$ cat src/rtl/serial_adder_pkg.sv
// ============================================================================
// Module  : serial_adder_defs (package)
// Brief   : State encodings and default width shared by the serial adder.
// Revision: 1.0 - initial release
// ============================================================================
`default_nettype none

package serial_adder_defs;

  localparam int DEFAULT_WIDTH = 4;

  typedef enum logic [1:0] {
    ST_IDLE  = 2'd0,
    ST_SHIFT = 2'd1,
    ST_DONE  = 2'd2
  } state_t;

endpackage

`default_nettype wire

$ cat src/rtl/half_adder.sv
// ============================================================================
// Module  : half_adder
// Brief   : Structural half-adder cell (sum = a ^ b, carry = a & b).
// Revision: 1.0 - initial release
// ============================================================================
`default_nettype none

module half_adder (
  input  logic a,
  input  logic b,
  output logic s,
  output logic c
);

  assign s = a ^ b;
  assign c = a & b;

endmodule

`default_nettype wire

$ cat src/rtl/serial_adder_fa_bit.sv
// ============================================================================
// Module  : fa_bit
// Brief   : Full-adder slice built from two half-adders and an OR for carry.
// Revision: 1.0 - initial release
// ============================================================================
`default_nettype none

module fa_bit (
  input  logic a,
  input  logic b,
  input  logic cin,
  output logic s,
  output logic cout
);

  logic w_s1;
  logic w_c1;
  logic w_c2;

  half_adder u_ha0 (.a(a),    .b(b),   .s(w_s1), .c(w_c1));
  half_adder u_ha1 (.a(w_s1), .b(cin), .s(s),    .c(w_c2));

  assign cout = w_c1 | w_c2;

endmodule

`default_nettype wire

$ cat src/rtl/serial_adder.sv
// ============================================================================
// Module  : serial_adder
// Brief   : Bit-serial WIDTH-bit adder, LSB first, with start/done handshake.
// Revision: 1.0 - initial release
// ============================================================================
`default_nettype none

module serial_adder
  import serial_adder_defs::*;
#(
  parameter int WIDTH = DEFAULT_WIDTH
) (
  input  logic             clk,
  input  logic             rst_n,
  input  logic             start,
  input  logic [WIDTH-1:0] a,
  input  logic [WIDTH-1:0] b,
  input  logic             cin,
  output logic             busy,
  output logic             done,
  output logic [WIDTH-1:0] sum,
  output logic             cout
);

  localparam int             CW     = $clog2(WIDTH);
  localparam logic [CW-1:0]  C_LAST = CW'(WIDTH - 1);

  state_t           r_state;
  state_t           w_next;
  logic [WIDTH-1:0] r_areg;
  logic [WIDTH-1:0] r_breg;
  logic [WIDTH-1:0] r_sreg;
  logic [WIDTH-1:0] r_sum;
  logic             r_carry;
  logic             r_cout;
  logic [CW-1:0]    r_cnt;
  logic             w_s_bit;
  logic             w_c_bit;
  logic             w_accept;
  logic             w_last;

  fa_bit u_fa (
    .a   (r_areg[0]),
    .b   (r_breg[0]),
    .cin (r_carry),
    .s   (w_s_bit),
    .cout(w_c_bit)
  );

  always_ff @(posedge clk or negedge rst_n) begin
    if (!rst_n) r_state <= ST_IDLE;
    else        r_state <= w_next;
  end

  always_comb begin
    w_next   = r_state;
    busy     = 1'b0;
    done     = 1'b0;
    w_accept = 1'b0;
    w_last   = 1'b0;
    case (r_state)
      ST_IDLE: begin
        if (start) begin
          w_accept = 1'b1;
          w_next   = ST_SHIFT;
        end
      end
      ST_SHIFT: begin
        busy = 1'b1;
        if (r_cnt == C_LAST) begin
          w_last = 1'b1;
          w_next = ST_DONE;
        end
      end
      ST_DONE: begin
        busy   = 1'b1;
        done   = 1'b1;
        w_next = ST_IDLE;
      end
      // The unused 2'd3 code falls back to IDLE.
      default: w_next = ST_IDLE;
    endcase
  end

  always_ff @(posedge clk or negedge rst_n) begin
    if (!rst_n) begin
      r_areg  <= '0;
      r_breg  <= '0;
      r_sreg  <= '0;
      r_sum   <= '0;
      r_carry <= 1'b0;
      r_cout  <= 1'b0;
      r_cnt   <= '0;
    end else if (w_accept) begin
      r_areg  <= a;
      r_breg  <= b;
      r_carry <= cin;
      r_sreg  <= '0;
      r_cnt   <= '0;
    end else if (r_state == ST_SHIFT) begin
      r_sreg  <= {w_s_bit, r_sreg[WIDTH-1:1]};
      r_areg  <= r_areg >> 1;
      r_breg  <= r_breg >> 1;
      r_carry <= w_c_bit;
      // Counter parks at the last index; sum/cout only move on this edge.
      if (w_last) begin
        r_sum  <= {w_s_bit, r_sreg[WIDTH-1:1]};
        r_cout <= w_c_bit;
      end else begin
        r_cnt  <= r_cnt + 1'b1;
      end
    end
  end

  assign sum  = r_sum;
  assign cout = r_cout;

endmodule

`default_nettype wire

$ cat config.mk
export PLATFORM = sky130hd
export DESIGN_NAME = serial_adder
export DESIGN_NICKNAME = d
export VERILOG_FILES = /design/src/rtl/serial_adder_pkg.sv /design/src/rtl/half_adder.sv /design/src/rtl/serial_adder_fa_bit.sv /design/src/rtl/serial_adder.sv
export SDC_FILE = /design/constraint.sdc
export NUM_CORES = 1
export LEC_CHECK = 0
export CORE_MARGIN = 10
export CORE_UTILIZATION = 45
export DETAILED_ROUTE_END_ITERATION = 6
export MAX_ROUTING_LAYER = met4
export PLACE_DENSITY = 0.73
export SETUP_SLACK_MARGIN = 0.2
export SLEW_MARGIN = 20
export SYNTH_ARGS = -nofsm -noshare
export SYNTH_HDL_FRONTEND = slang
export SYNTH_SLANG_ARGS = --single-unit
export TNS_END_PERCENT = 30
$ cat constraint.sdc
create_clock -name clk -period 1.55 [get_ports clk]
set_input_delay 0.155 -clock clk [delete_from_list [all_inputs] [get_ports clk]]
set_output_delay 0.155 -clock clk [all_outputs]
set_load 0.05 [all_outputs]
---- Yosys cells after proc, flatten, opt, wreduce, memory -nomap -nowiden ----
Index checks and enable logic that the tools add are counted.
word-level totals
  flip-flop bits (word level) ............. 22
  bits of input ports ..................... 12
  word-level logic and storage cells ...... 47
cells by class
  add/sub/neg operators ................... 1
  eq/ne operators ......................... 6
  mux-type cells .......................... 20
  bitwise gates (word level) .............. 6
  reduce and logical (&&, ||, !) cells .... 6
operator list
  cell                   number
  $mux W4                6
  $mux W2                5
  $mux W1                8
  $ne A2 B2 Y1 const B   3
  $eq A2 B2 Y1 const B   2
  $pmux W2 S2            1
  $reduce_and A2 Y1      2
  $reduce_and A3 Y1      1
  $add A2 B1 Y2 const B  1
  $and A1 B1 Y1          2
  $eq A2 B1 Y1 const B   1
  $logic_not A2 Y1       1
  $reduce_bool A2 Y1     1
  $reduce_or A2 Y1       1
  $xor A1 B1 Y1          2
  $not A1 Y1             1
  $or A1 B1 Y1           1

---- Logic depth before layout (Yosys ltp) ----
  depth after elaboration ................. 6
  depth in mapped cells ................... 7

---- Cells and area by module ----
From an unflattened synthesis, not the netlist that was laid out.
second synthesis, totals
  cells, all modules ...................... 87
  area, all modules ....................... 1,059.8 um^2
modules (own cells, without submodules)
  module        instances  cells an instance  area an instance (um^2)  seq. area each (um^2)
  serial_adder  1          84                 1,028.5                  525.5
  half_adder    2          1                  12.5                     0.0
  fa_bit        1          1                  6.3                      0.0

---- Least setup slack after synthesis ----
Ideal clock, no wire load.
  path kind ............................... register -> register
  start point ............................. reg r_state[0]
  end point ............................... reg r_cout, in the netlist cout
  data arrival time ....................... 1.327 ns
  required time ........................... 1.425 ns
  path slack .............................. 0.098 ns
  cell stages (with the launch flop) ...... 7
  period minus slack after synthesis ...... 1.452 ns
  cells stage by stage .................... dfrtp_1 inv_1 ha_1 and2_4 buf_6 nor2_8 mux2_4
on the way
  longest elaborated chain between the ends .. 4
  elaborated cells on any way between the ends .. 6
  classes of those cells .................. eq/ne: 1; mux: 2; bitwise: 1; reduce/logical: 2
ends and longest elaborated chain
  element                                 line                 text
  from (decl)                             serial_adder.sv:28   state_t r_state;
  from (signal assigned)                  serial_adder.sv:52   else r_state <= w_next;
  $logic_not A2 Y1                        serial_adder.sv:61   case (r_state)
  $mux W1                                 serial_adder.sv:61
  $not A1 Y1 (no source line)             --
  $reduce_and A3 Y1 (no source line) (*)  --
  to (signal assigned)                    serial_adder.sv:108  r_cout <= w_c_bit;
  to (decl)                               serial_adder.sv:35   logic r_cout;
Mark *: on every way between the ends. The rest lies on a longest branch, timed or not.
A chain may end at the register's enable or synchronous reset.

---- Worst setup path in the final report ----
Ends and elaborated chain as after synthesis.

==> impl_metrics.toml <==
[clock_tree]
clk_latency_ps = 290
ctsLongestPathBuffers = 2
clock_sinks = 21
hold_buffers = 0
cts_htree_levels = 1
cts_tree = "done"
root_buffer = "clkbuf_4"
path_clk_slew_ps = 120
cts_made_buffers = 3

[run_status]
status = "finished, final reports clean"

[timing]
max_freq_ghz = 0.734
setup_violations = 0
fin_skew_ps = 7.40
hold_viol = 0
slew_violations = 0
finalCritPeriodShare = 0.879
finalCriticalPeriod_ps = 1360
rsz0062_at_grt = "yes"
fin_tns_setup_ps = 0
worst_pin_slew_ps = 269
slew_headroom = 0.820
whs_ps = 198

[grt]
grtUsageMet1 = 0.108
grt_overflow_total = 0
grtUsageMet3 = 0.0326
antenna_found_initial = 0
grt_usage = 0.0900
grt_pass1_wl_um = 3240
grt_pass1_vias = 721
use_met2 = 0.147
grt_max_degree = 22
grt_busiest_layer = "met2"

[route]
drc = 0
routed_wl_um = 1870
final_antenna_net_count = 0
wl_per_cell_um = 13.7
vias = 687
drtIter0Drc = 38
dr.pass1.iters = 4
via_per_inst = 5.01

[placement]
placed_cells = 130
io_buffers = 18
hpwl_um = 1460
gp_congestion = 0.763

[layout]
nNetsFinal = 128
drive_gt1_frac = 0.321
multi_input_area_um2 = 509
nFillCells = 193
diodes = 0
instances_no_fill = 137
layout_commonest_cell = "dfrtp_1"
area_growth_pct = 28.9
register_area_um2 = 527
final_cell_mix = "dfrtp_1 (20), buf_4 (12), mux2i_1 (11), clkdlybuf4s50_1 (11), nand2_1 (9)"

[power]
p_leak_nw = 0.641
peakVddDrop_mv = 1.99
combPwrFrac = 0.595
swShare = 0.407
seq_power_share = 0.320
p_int_mw = 1.78
clkPwrFrac = 0.084
powerDensity_nw_per_um2 = 2230
switchingPower_mw = 1.22

[logic_synthesis]
yosys.area.top_type_share = 0.504
synth_top_area_cell = "dfrtp_1"
yosys.cell_types.count = 22
synth-seq-cells = 21
synth_cells = 85
yosysSeqAreaShare = 0.504
synth_area_leaders = "dfrtp_1 (50%), mux2i_1 (11%), mux2_4 (8.6%)"
ys_warn_count = 0
syn-cell-area_um2 = 1040
synth_nets = 103
avgSynthCellArea_um2 = 12.3

[hold_path]
hold_class = "input port to async pin"

[setup_path]
path_cells = "inv_2 > ha_4 > and2_4 > nor2_8 > mux2_4"
ff2ff_path_depth = 5
reg2reg_slack_ps = 190
crit_end = "cout"
end_kind = "register"
cp.required_ps = 1730
cp_slowest_cell = "dfrtp_2"
setup.worst_path.class = "register to register"
rr_startpoint = "r_state[0]"
crit_start = "r_state[0]"
slowest_delay_ps = 430
crit_path_start_kind = "register"
path_max_fanout = 5
arrival_ps = 1540
r2r_end = "cout"

[floorplanning]
dieWidth_um = 68.2
die-area_um2 = 4650
die_h_um = 68.2
start_util = 0.472
core_area_um2 = 2210
rows = 17
ios = 19

[flow_run]
maxCapViolations = 0
-- worst min-delay path by stage --
| stage | end |
|---|---|
| after global routing | sum[0] |
| after CTS | r_cnt[1] |
| after floorplan | cout |
| after global placement | sum[0] |
| after detailed placement | sum[0] |
| final | sum[2] |
-- per-layer routing --
layer | wire [um] | vias up
met5 | 0 | -
met4 | 0 | 0
met3 | 123 | 0
met2 | 924 | 12
met1 | 825 | 343
li1 | - | 332
-- registers in the layout (all words and copies together) (netlist names) --
signal / cells
r_areg: 4
r_sreg: 3
sum: 4
r_state: 2
cout: 1
r_carry: 1
r_cnt: 2
r_breg: 4
-- power by group through the flow --
stage	Clock (mW)	Combinational (mW)	Sequential, mW
4_1_cts	0.261	1.73	0.958
3_3_place_gp	0	1.65	0.953
6_report	0.253	1.79	0.963
2_1_floorplan	0	1.14	1.09
3_5_place_dp	0	1.70	0.970
5_1_grt	0.292	1.95	1.00
-- cell type report --
| type | instances | area share |
|---|---|---|
| multi-input combinational | 57 | 0.379 |
| sequential | 21 | 0.392 |
| timing repair buffer | 25 | 0.179 |
| tap | 28 | 0.0260 |
| clock buffer | 4 | 0.0195 |
| inverter | 2 | 0.00558 |
-- cell usage after synthesis --
cell type  instances
o21ai_0            3
nor2_2             1
and2_4             1
and2b_4            1
xnor2_1            1
buf_4              2
o22a_1             1
inv_1              2
fa_1               1
nor2b_1            2
nand2_2            1
nand2b_1           2
dfrtp_1           21
ha_1               5
mux2_4             6
nor2_8             1
buf_2              2
nand2_1            9
o21ai_1            6
nor2_1             5
buf_6              1
mux2i_1           11
-- critical path, delay by kind of cell (launching register included) --
kind                     cells  cell delay, ps
AND/OR/NAND/NOR              2             290
buffers and inverters        1              70
adder cells (fa/ha/maj)      1             150
multiplexers                 1             310
flip-flops                   1             430
-- timing repair --
action / in CTS / in global routing
hold endpoints to repair: 0 / 0
buffers inserted: 2 / 1
endpoints found under the setup margin: 10 / 17
pin swaps: 1 / 1
resized for setup: 0 / 5
-- metrics by stage --
step	area [um2]	utilization	power (mW)	setup slack (ps)
after floorplan	1060	-	2.23	174
after global placement	1270	0.574	2.60	169
after detailed placement	1270	0.574	2.67	158
after CTS	1310	0.593	2.95	142
after global routing	1350	0.608	3.25	125
final	1350	0.608	3.01	188
-- cell families after synthesis --
| family | Yosys count | share of synthesized area |
|---|---|---|
| AOI/OAI and AO/OA | 10 | 0.0516 |
| xor gates and xnor gates | 1 | 0.00839 |
| adders and majority gates | 6 | 0.0791 |
| buffers and inverters | 7 | 0.0420 |
| DFF | 21 | 0.504 |
| muxes | 17 | 0.192 |
| and+or+nand+nor | 23 | 0.124 |
No activity file was read; power rests on OpenSTA's default activity.
==> RTL change, RTL diff (config.mk and constraints unchanged) <==
Change the package constant `DEFAULT_WIDTH` from 4 to 8.
--- a/src/rtl/serial_adder_pkg.sv
+++ b/src/rtl/serial_adder_pkg.sv
@@ -8,5 +8,5 @@
 package serial_adder_defs;
 
-  localparam int DEFAULT_WIDTH = 4;
+  localparam int DEFAULT_WIDTH = 8;
 
   typedef enum logic [1:0] {
Ports: changed (resized a, b and sum); port bits go from 19 to 31. The function was not compared with the original's and may differ.
==> RTL change against the original RTL <==
- maximum frequency shrank 6.5%
- power grew 48%
- setup slack lost 95 ps
- wire length grew 79%
- largest cell class unchanged
- highest routed layer is now met4
- sequential cell count grew 17
- core utilization grew 2.4 points
- critical path type unchanged
- cell count grew 73%
- via count grew 68%
- final area grew 75%
- global-route usage grew 1.9 points
- synthesized area grew 67%
- combinational power grew 12%
==> RTL change: results (changes against the original RTL) <==
| Metric | Value |
|---|---|
| DR WL/cell | 14.1 um (+3.4%) |
| Average vias per placed instance | 4.88 (-2.6%) |
| H-tree Lvls | 2 (+1) |
| Port buffer count | 30 (+12) |
| Data arrival time of the worst path | 1630 ps (+90 ps) |
| Run status | complete, no violations |
| FF-to-FF End | r_state[0]$_DFFE_PN0P_ |
| Buffer type at the clock tree root | clkbuf_8 |
| Fill cell total of the finished layout | 295 (+53%) |
| Internal reg-to-reg setup slack | 90 ps (-100 ps) |
| Final estimated routing congestion in global placement | 0.749 (-1.8%) |
| Number of distinct library cell variants in the gate-level netlist after synthesis | 21 (-4.5%) |
| Total leakage power | 1.13 nW (+76%) |
| First-pass GRT wire length | 5540 um (+71%) |
| Overall global routing resource usage | 0.109 (+0.0186) |
| Min Hold Slack | 413 ps (+215 ps) |
| Net load switching power | 1.60 mW (+31%) |
| Clk_skew | 5.33 ps (-2.06 ps) |
| Final HPWL DP | 2350 um (+61%) |
| Synth top area cells | dfrtp_1 (55%), mux2i_1 (13%), mux2_2 (6.5%) |
| Net count after synthesis | 174 (+69%) |
| Clock-pin slew reported for the worst setup and hold paths after clock tree synthesis | 70 ps (-50 ps) |
| Power consumed by the clock network | 0.820 mW (+220%) |
| Total number of nets in the final design | 215 (+68%) |
| Maximum number of pins on one net before global-route repair | 30 (+36%) |
-- RTL change: per-stage QoR --
step / instance area, um2 / total power [mW] / util / cells / worst slack [ps]
after floorplan: 1810 / 3.02 / - / 147 / 99.8
after global placement: 2140 / 3.37 / 0.576 / 222 / 69.2
after detailed placement: 2140 / 3.45 / 0.576 / 222 / 46.3
after CTS: 2320 / 4.41 / 0.624 / 235 / 99.2
after global routing: 2350 / 4.75 / 0.632 / 237 / 52.0
final: 2350 / 4.44 / 0.632 / 237 / 92.8
-- RTL change: cell type report --
cell class,instances,area share
Tap cell,48,0.0256
Clock inverter,3,0.0170
Clock buffer,5,0.0293
Sequential cell,38,0.405
Inverter,2,0.00319
Timing Repair Buffer,41,0.169
Multi-Input combinational cell,100,0.351
-- RTL change: timing repair --
action,4_1_cts,5_1_grt
hold buffers,1,0
endpoints found under the setup margin,30,40
hold endpoints to repair,28,0
setup buffers,3,2
pin swaps,4,4
gates cloned,1,0
gates resized for setup,3,4
-- RTL change: metal layers --
layer,vias up,part of all wire,global-route usage
met3,7,0.054,0.0281
met5,-,0,-
met4,0,0.021,0.0510
met1,548,0.44,0.133
met2,25,0.49,0.163
li1,577,-,-
-- RTL change: kinds of logic (layout without fill, tap and decap cells) --
logic type               count (synthesis)  in the layout  share of synthesized area
AND/OR/NAND/NOR                         39             40                      0.105
flip-flops                              38             38                      0.546
multiplexers                            32             32                      0.191
AO/OA/AOI/OAI                           20             20                     0.0596
buffers and inverters                   10             51                     0.0395
adder cells (fa/ha/maj)                  7              7                     0.0546
XOR/XNOR                                 1              1                    0.00503
